$ cat src/rtl/uart_tx_arbiter.sv
// Round-robin arbiter that merges byte streams from several requesters onto one
// UART transmitter. A grant lasts a whole frame; an optional idle gap follows each
// frame; a stalled frame is aborted after a configurable number of idle cycles.
module uart_tx_arbiter #(
  parameter int unsigned NUM_REQ        = 4,
  parameter int unsigned GAP_CYCLES     = 16,
  parameter int unsigned TIMEOUT_CYCLES = 50000
) (
  input  logic                 clk,
  input  logic                 rst,
  input  logic [NUM_REQ-1:0]   req_valid,
  input  logic [8*NUM_REQ-1:0] req_data,
  input  logic [NUM_REQ-1:0]   req_last,
  output logic [NUM_REQ-1:0]   req_ready,
  output logic [7:0]           tx_data,
  output logic                 tx_data_valid,
  input  logic                 tx_data_ready,
  output logic [2:0]           grant,
  output logic                 busy,
  output logic                 timeout_err
);

  typedef enum logic [1:0] {StIdle, StSend, StGap} state_e;

  localparam logic [15:0] StallMax = 16'(TIMEOUT_CYCLES - 1);
  // Unused when GAP_CYCLES is 0 because the GAP state is then never entered.
  localparam logic [15:0] GapMax   = 16'(GAP_CYCLES - 1);
  localparam logic [2:0]  LastInit = 3'(NUM_REQ - 1);
  localparam state_e      EndState = (GAP_CYCLES > 0) ? StGap : StIdle;

  state_e      state_q, state_d;
  logic [2:0]  grant_q, grant_d;
  logic [2:0]  last_q, last_d;
  logic [15:0] stall_q, stall_d;
  logic [15:0] gap_q, gap_d;
  logic        terr_q, terr_d;

  logic        g_valid, g_last;
  logic [7:0]  g_data;
  logic        sel_found;
  logic [2:0]  sel_idx;
  logic        xfer;

  // Select the granted requester's valid/last/data.
  always_comb begin
    g_valid = 1'b0;
    g_last  = 1'b0;
    g_data  = '0;
    for (int i = 0; i < NUM_REQ; i++) begin
      if (grant_q == 3'(i)) begin
        g_valid = req_valid[i];
        g_last  = req_last[i];
        g_data  = req_data[8*i +: 8];
      end
    end
  end

  // Round-robin pick: first scan indices above the last grant, then wrap to the rest.
  always_comb begin
    sel_found = 1'b0;
    sel_idx   = '0;
    for (int k = 0; k < NUM_REQ; k++) begin
      if (!sel_found && req_valid[k] && (3'(k) > last_q)) begin
        sel_found = 1'b1;
        sel_idx   = 3'(k);
      end
    end
    for (int k = 0; k < NUM_REQ; k++) begin
      if (!sel_found && req_valid[k] && (3'(k) <= last_q)) begin
        sel_found = 1'b1;
        sel_idx   = 3'(k);
      end
    end
  end

  assign xfer = (state_q == StSend) && g_valid && tx_data_ready;

  // State and counter registers with synchronous reset.
  always_ff @(posedge clk) begin
    if (rst) begin
      state_q <= StIdle;
      grant_q <= '0;
      last_q  <= LastInit;
      stall_q <= '0;
      gap_q   <= '0;
      terr_q  <= 1'b0;
    end else begin
      state_q <= state_d;
      grant_q <= grant_d;
      last_q  <= last_d;
      stall_q <= stall_d;
      gap_q   <= gap_d;
      terr_q  <= terr_d;
    end
  end

  // Next-state logic: grant on idle, frame end / stall abort in send, gap countdown.
  always_comb begin
    state_d = state_q;
    grant_d = grant_q;
    last_d  = last_q;
    stall_d = stall_q;
    gap_d   = gap_q;
    terr_d  = 1'b0;
    case (state_q)
      StIdle: begin
        if (sel_found) begin
          state_d = StSend;
          grant_d = sel_idx;
          last_d  = sel_idx;
          stall_d = '0;
        end
      end
      StSend: begin
        if (xfer) begin
          stall_d = '0;
          if (g_last) begin
            state_d = EndState;
            gap_d   = '0;
          end
        end else if (!g_valid) begin
          // Only an absent byte counts as a stall; a busy UART does not.
          if (stall_q >= StallMax) begin
            terr_d  = 1'b1;
            state_d = EndState;
            stall_d = '0;
            gap_d   = '0;
          end else begin
            stall_d = stall_q + 16'd1;
          end
        end
      end
      StGap: begin
        if (gap_q >= GapMax) begin
          state_d = StIdle;
          gap_d   = '0;
        end else begin
          gap_d = gap_q + 16'd1;
        end
      end
      default: state_d = StIdle;
    endcase
  end

  // Outputs: the granted requester is connected straight through while sending.
  always_comb begin
    req_ready     = '0;
    tx_data       = 8'h00;
    tx_data_valid = 1'b0;
    if (state_q == StSend) begin
      tx_data       = g_data;
      tx_data_valid = g_valid;
      for (int i = 0; i < NUM_REQ; i++) begin
        if (grant_q == 3'(i)) begin
          req_ready[i] = g_valid && tx_data_ready;
        end
      end
    end
    busy        = (state_q != StIdle);
    grant       = grant_q;
    timeout_err = terr_q;
  end

endmodule

$ cat config.mk
export PLATFORM = sky130hd
export DESIGN_NAME = uart_tx_arbiter
export DESIGN_NICKNAME = d
export VERILOG_FILES = /design/src/rtl/uart_tx_arbiter.sv
export SDC_FILE = /design/constraint.sdc
export NUM_CORES = 1
export LEC_CHECK = 0
export BUFFER_PORTS_ARGS = -buffer_cell sky130_fd_sc_hd__buf_4
export CAP_MARGIN = 40
export CORE_MARGIN = 2
export CORE_UTILIZATION = 57
export CTS_CLUSTER_SIZE = 12
export DETAILED_ROUTE_END_ITERATION = 10
export PLACE_DENSITY = 0.92
export SLEW_MARGIN = 0
export SYNTH_ARGS = -nofsm -noshare
export SYNTH_HDL_FRONTEND = slang
export SYNTH_SLANG_ARGS = --single-unit
$ cat constraint.sdc
create_clock -name clk -period 4.03 [get_ports clk]
set_clock_uncertainty 0.15 [all_clocks]
set_input_delay 0.806 -clock clk [delete_from_list [all_inputs] [get_ports clk]]
set_output_delay 0.806 -clock clk [all_outputs]
set_load 0.05 [all_outputs]
======== After elaboration in Yosys (flattened, before gate mapping) ========
Index checks and enable logic that the tools add are counted.
word-level totals
  bits of input ports ..................... 43
  output and inout port bits .............. 18
  word-level logic and storage cells ...... 117
  bits in registers ....................... 41
operators by class
  mux-type cells .......................... 53
  eq/ne operators ......................... 10
  reduce and logical (&&, ||, !) cells .... 35
  add/subtract/negate cells ............... 2
  magnitude comparators ................... 10
  bitwise gates (word level) .............. 1
operator list
  cell                     number
  $mux W16                 9
  $pmux W16 S2             2
  $mux W8                  5
  $add A16 B1 Y16 const B  2
  $mux W1                  23
  $logic_and A1 B1 Y1      18
  $mux W3                  6
  $ge A16 B16 Y1 const B   1
  $ge A16 B4 Y1 const B    1
  $mux W2                  6
  $ne A3 B3 Y1 const B     3
  $logic_not A1 Y1         7
  $eq A3 B2 Y1 const B     2
  $gt A1 B3 Y1 const A     2
  $gt A2 B3 Y1 const A     2
  $le A1 B3 Y1 const A     2
  $le A2 B3 Y1 const A     2
  $pmux W2 S3              1
  $reduce_bool A2 Y1       3
  $reduce_and A5 Y1        1
  $mux W4                  1
  $ne A2 B2 Y1 const B     2
  $reduce_and A4 Y1        1
  $reduce_or A4 Y1         1
  8 further kinds          8

======== Depth between registers and ports, before layout ========
  depth in word-level cells ............... 33
  depth in mapped cells ................... 8
  depth with buffers taken out ............ 7

======== Worst setup path after synthesis ========
No wires, ideal clock.
  path type ............................... register to output
  start point ............................. register grant_q[0], in the netlist grant[0]
  end point ............................... output port req_ready[2]
  data arrival time ....................... 2.829 ns
  path slack .............................. 0.245 ns
  data required time ...................... 3.074 ns
  buffers on the path ..................... 1
  stages on the path, launching flop included .. 6
  path through ............................ dfxtp_1 > buf_6 > or3b_4 > o22ai_4 > nand2_1 > nor3b_1
on the way
  cells in the longest elaborated chain, start to end .. 8
  elaborated cells between the ends (all ways) .. 11
  those cells by class .................... 3 x eq/ne; 6 x mux; 2 x reduce/logical
RTL lines
  what                      line  RTL
  start: declaration        32    logic [2:0] grant_q, grant_d;
  start signal: assignment  89    grant_q <= grant_d;
  $logic_not A3 Y1          50    if (grant_q == 3'(i)) begin
  $mux W1 (4 in a row)      50
  $logic_and A1 B1 Y1       155   req_ready[i] = g_valid && tx_data_ready;
  $mux W1 *                 154   if (grant_q == 3'(i)) begin
  $mux W4 *                 150   if (state_q == StSend) begin
  end: declaration          14    output logic [NUM_REQ-1:0] req_ready,
Mark *: on every way between the ends. The rest lies on a longest branch, timed or not.

======== Worst setup path after layout ========
Same ends and word-level chain as after synthesis.

==> results.json <==
{
  "cts_sinks": 39,
  "synth_warnings": 0,
  "routed_wl_um": 5878,
  "period_share": 0.7480,
  "crit_slowest_cell": "or3b_4",
  "worst_pin_slew_ps": 799.3,
  "fin_cells": 382,
  "drtAntennaViolNets": 0,
  "grtUsageTotal": 0.2662,
  "syn_nets": 322,
  "finalSetupTns_ps": 0,
  "area_growth_pct": 23.18,
  "finalCoreUtilization": 0.7263,
  "antenna_cells": 0,
  "cp_top_family": "simple AND/OR/NAND/NOR gates",
  "r2r_cells": 7,
  "cts_max_level": 2,
  "critPathMostFrequentCell": "buf_4",
  "num_rows": 23,
  "portBuffers": 59,
  "cts_root_buf": "clkbuf_8",
  "crit_fanout": 15,
  "start_util": 0.5896,
  "grt_pass1_vias": 2093,
  "grt_max_degree": 30,
  "p_leak_nw": 1.088,
  "tritoncts": "done",
  "cts_inserted_buffers": 5,
  "hold_depth": 1,
  "dr.pass1.iters": 4,
  "end_kind": "primary output",
  "grt_antenna_before_repair": 0,
  "yosys_most_used_dff": "dfxtp_1",
  "grt_pass1_wl_um": 9390,
  "cp.depth": 6,
  "gp_congestion": 0.8886,
  "report.final.slew_viol_count": 0,
  "ys_seq_area_frac": 0.3310,
  "cp_cell_sequence": "buf_4 -> or3b_4 -> o22ai_4 -> nand2_1 -> nor3b_1 -> buf_4",
  "post-cts-setup-buffer-count": 0,
  "peakVddDrop_mv": 0.2262,
  "io_pins": 61,
  "die_x_um": 68.33,
  "worstSetupPathType": "reg -> out",
  "hold_viol": 0,
  "internal_power_uw": 633.9,
  "p_per_area_nw_per_um2": 326.3,
  "wl_per_cell_um": 15.39,
  "dp.cells": 374,
  "clk_pin_slew_ps": 80,
  "path_buf_inv": 2,
  "multi_input_area_um2": 1481,
  "required_ps": 3070,
  "final_nets": 376,
  "rsz0062_at_grt": "false",
  "ctsLongestPathBuffers": 2,
  "switchingPower_uw": 314.1,
  "dp_hpwl_um": 4350,
  "core_area_um2": 4000,
  "syn_avg_cell_area_um2": 8.514,
  "r2r_slack_ps": 1280,
  "die_h_um": 68.33,
  "drive_gt1_frac": 0.2681,
  "setup_viol": 0,
  "vias_per_cell": 6.264,
  "timing.critical_path.to": "req_ready[2]",
  "fmax_mhz": 331.8,
  "worstReg2RegStart": "stall_q[0]",
  "postSynthCellCount": 277,
  "start_kind": "flip-flop",
  "drt-initial-drc-count": 142,
  "netlist_area_um2": 2359,
  "synth_edf_count": 0,
  "netSwitchingFraction": 0.3313,
  "postLayoutSetupSlackWorst_ps": 1016,
  "drc_errors": 0,
  "status": "finished, final reports clean",
  "pre_cts_slack_ps": 933.2,
  "combPwrFrac": 0.305,
  "grt-ovfl-total": 0,
  "seqPwrFrac": 0.429,
  "cpPeakStageDelay_ps": 430,
  "seq_area_um2": 780.7,
  "startpoint": "grant[0]",
  "insertion_delay_ps": 290,
  "reg2reg_to": "gap_q[11]",
  "fillCellCount": 296,
  "cp.arrival_ps": 2060,
  "timing.final.crit_period_ps": 3014,
  "max-cap-violations": 0,
  "power_frac_clock": 0.266,
  "ys_ff_latch": 39,
  "hp-class": "reg -> reg",
  "yosysUniqueCellTypes": 58,
  "max_slew_margin": 0.4635,
  "die_area_um2": 4668,
  "cts.repair.resized": 0,
  "vias": 2393,
  "cts_hold_buf": 0,
  "async_flop_share": 0
}
## area by class of cell
cell class | count | area share
clock buffer | 6 | 0.02498
multi-input combinational | 215 | 0.5099
clock inverter | 2 | 0.004307
inverter | 8 | 0.01034
sequential | 39 | 0.2687
timing repair buffer | 62 | 0.1602
tap | 50 | 0.02153
## worst min path at each step
stage / end / slack, ps / startpoint
2_1_floorplan: gap_q[14] / 290 / gap_q[14]
3_3_place_gp: gap_q[14] / 300 / gap_q[14]
3_5_place_dp: gap_q[14] / 310 / gap_q[14]
4_1_cts: gap_q[14] / 320 / gap_q[14]
5_1_grt: gap_q[15] / 340 / gap_q[15]
6_report: gap_q[14] / 320 / gap_q[14]
## synthesized netlist by cell type, drive strengths merged (4+ instances only)
master / n / share of area
a21oi: 27 / 0.057
a311oi: 5 / 0.019
and3: 7 / 0.019
buf: 6 / 0.016
clkbuf: 9 / 0.015
dfxtp: 39 / 0.33
inv: 8 / 0.013
mux4: 9 / 0.086
nand2: 29 / 0.046
nand2b: 5 / 0.013
nand3: 8 / 0.017
nand3b: 11 / 0.035
nor2: 21 / 0.033
nor2b: 8 / 0.021
nor3: 7 / 0.015
nor4: 8 / 0.021
o21a: 5 / 0.016
o21ai: 18 / 0.038
or3: 4 / 0.011
## power by group through the flow
stage	clock, mW	combinational, mW	sequential [mW]
after global routing	0.279	0.308	0.408
after floorplan	0	0.197	0.420
after detailed placement	0	0.287	0.415
after CTS	0.261	0.289	0.406
final	0.253	0.289	0.407
after global placement	0	0.279	0.415
## logic make-up after synthesis
group | after synthesis | share of synthesized area
other | 1 | 0.001590
AND/OR/NAND/NOR | 121 | 0.2748
XOR/XNOR | 1 | 0.003714
buffers and inverters | 23 | 0.04350
adder cells (fa/ha/maj) | 2 | 0.01061
AO/OA/AOI/OAI | 77 | 0.2281
multiplexers | 13 | 0.1066
flip-flops | 39 | 0.3310
## worst reg2reg max path, delay by kind of cell (launching register included)
kind	cells	cell delay, ps
compound gates	4	1190
simple gates	2	730
flops	1	390
fa+ha+maj	1	240
## state kept, by name (all words and copies together) (netlist names)
register,cells
last_q,2
grant,2
timeout_err,1
stall_q,16
gap_q,16
state_q,2
## layout by cell type, fill, tap and decap left out, types with 8 or more instances in the layout
cell type / synthesis / routed
buf_4: 1 / 62
dfxtp_1: 39 / 39
nand2_1: 29 / 29
a21oi_1: 27 / 27
nor2_1: 21 / 21
o21ai_0: 17 / 17
nand3b_1: 11 / 11
mux4_2: 9 / 9
nor2b_1: 8 / 8
nor4_1: 8 / 8
nand3_1: 8 / 8
## layer usage
layer  GRT usage  up-vias  part of all wire
li1            -     1144                 -
met1      0.3193     1136              0.40
met2      0.4551       93              0.51
met3     0.05263       20             0.056
met4      0.1250        0             0.030
met5           0        -                 0
## per-stage QoR
| step | cell area [um2] | hold slack [ps] | total power, mW |
|---|---|---|---|
| global route | 2905 | 337.1 | 0.9948 |
| floorplan | 2359 | 292.5 | 0.6168 |
| finish | 2905 | 324.4 | 0.9480 |
| CTS | 2905 | 324.8 | 0.9558 |
| global placement | 2820 | 299.5 | 0.6938 |
| detailed placement | 2820 | 306.5 | 0.7019 |
Note: power is estimated with default switching activity, not from simulation.
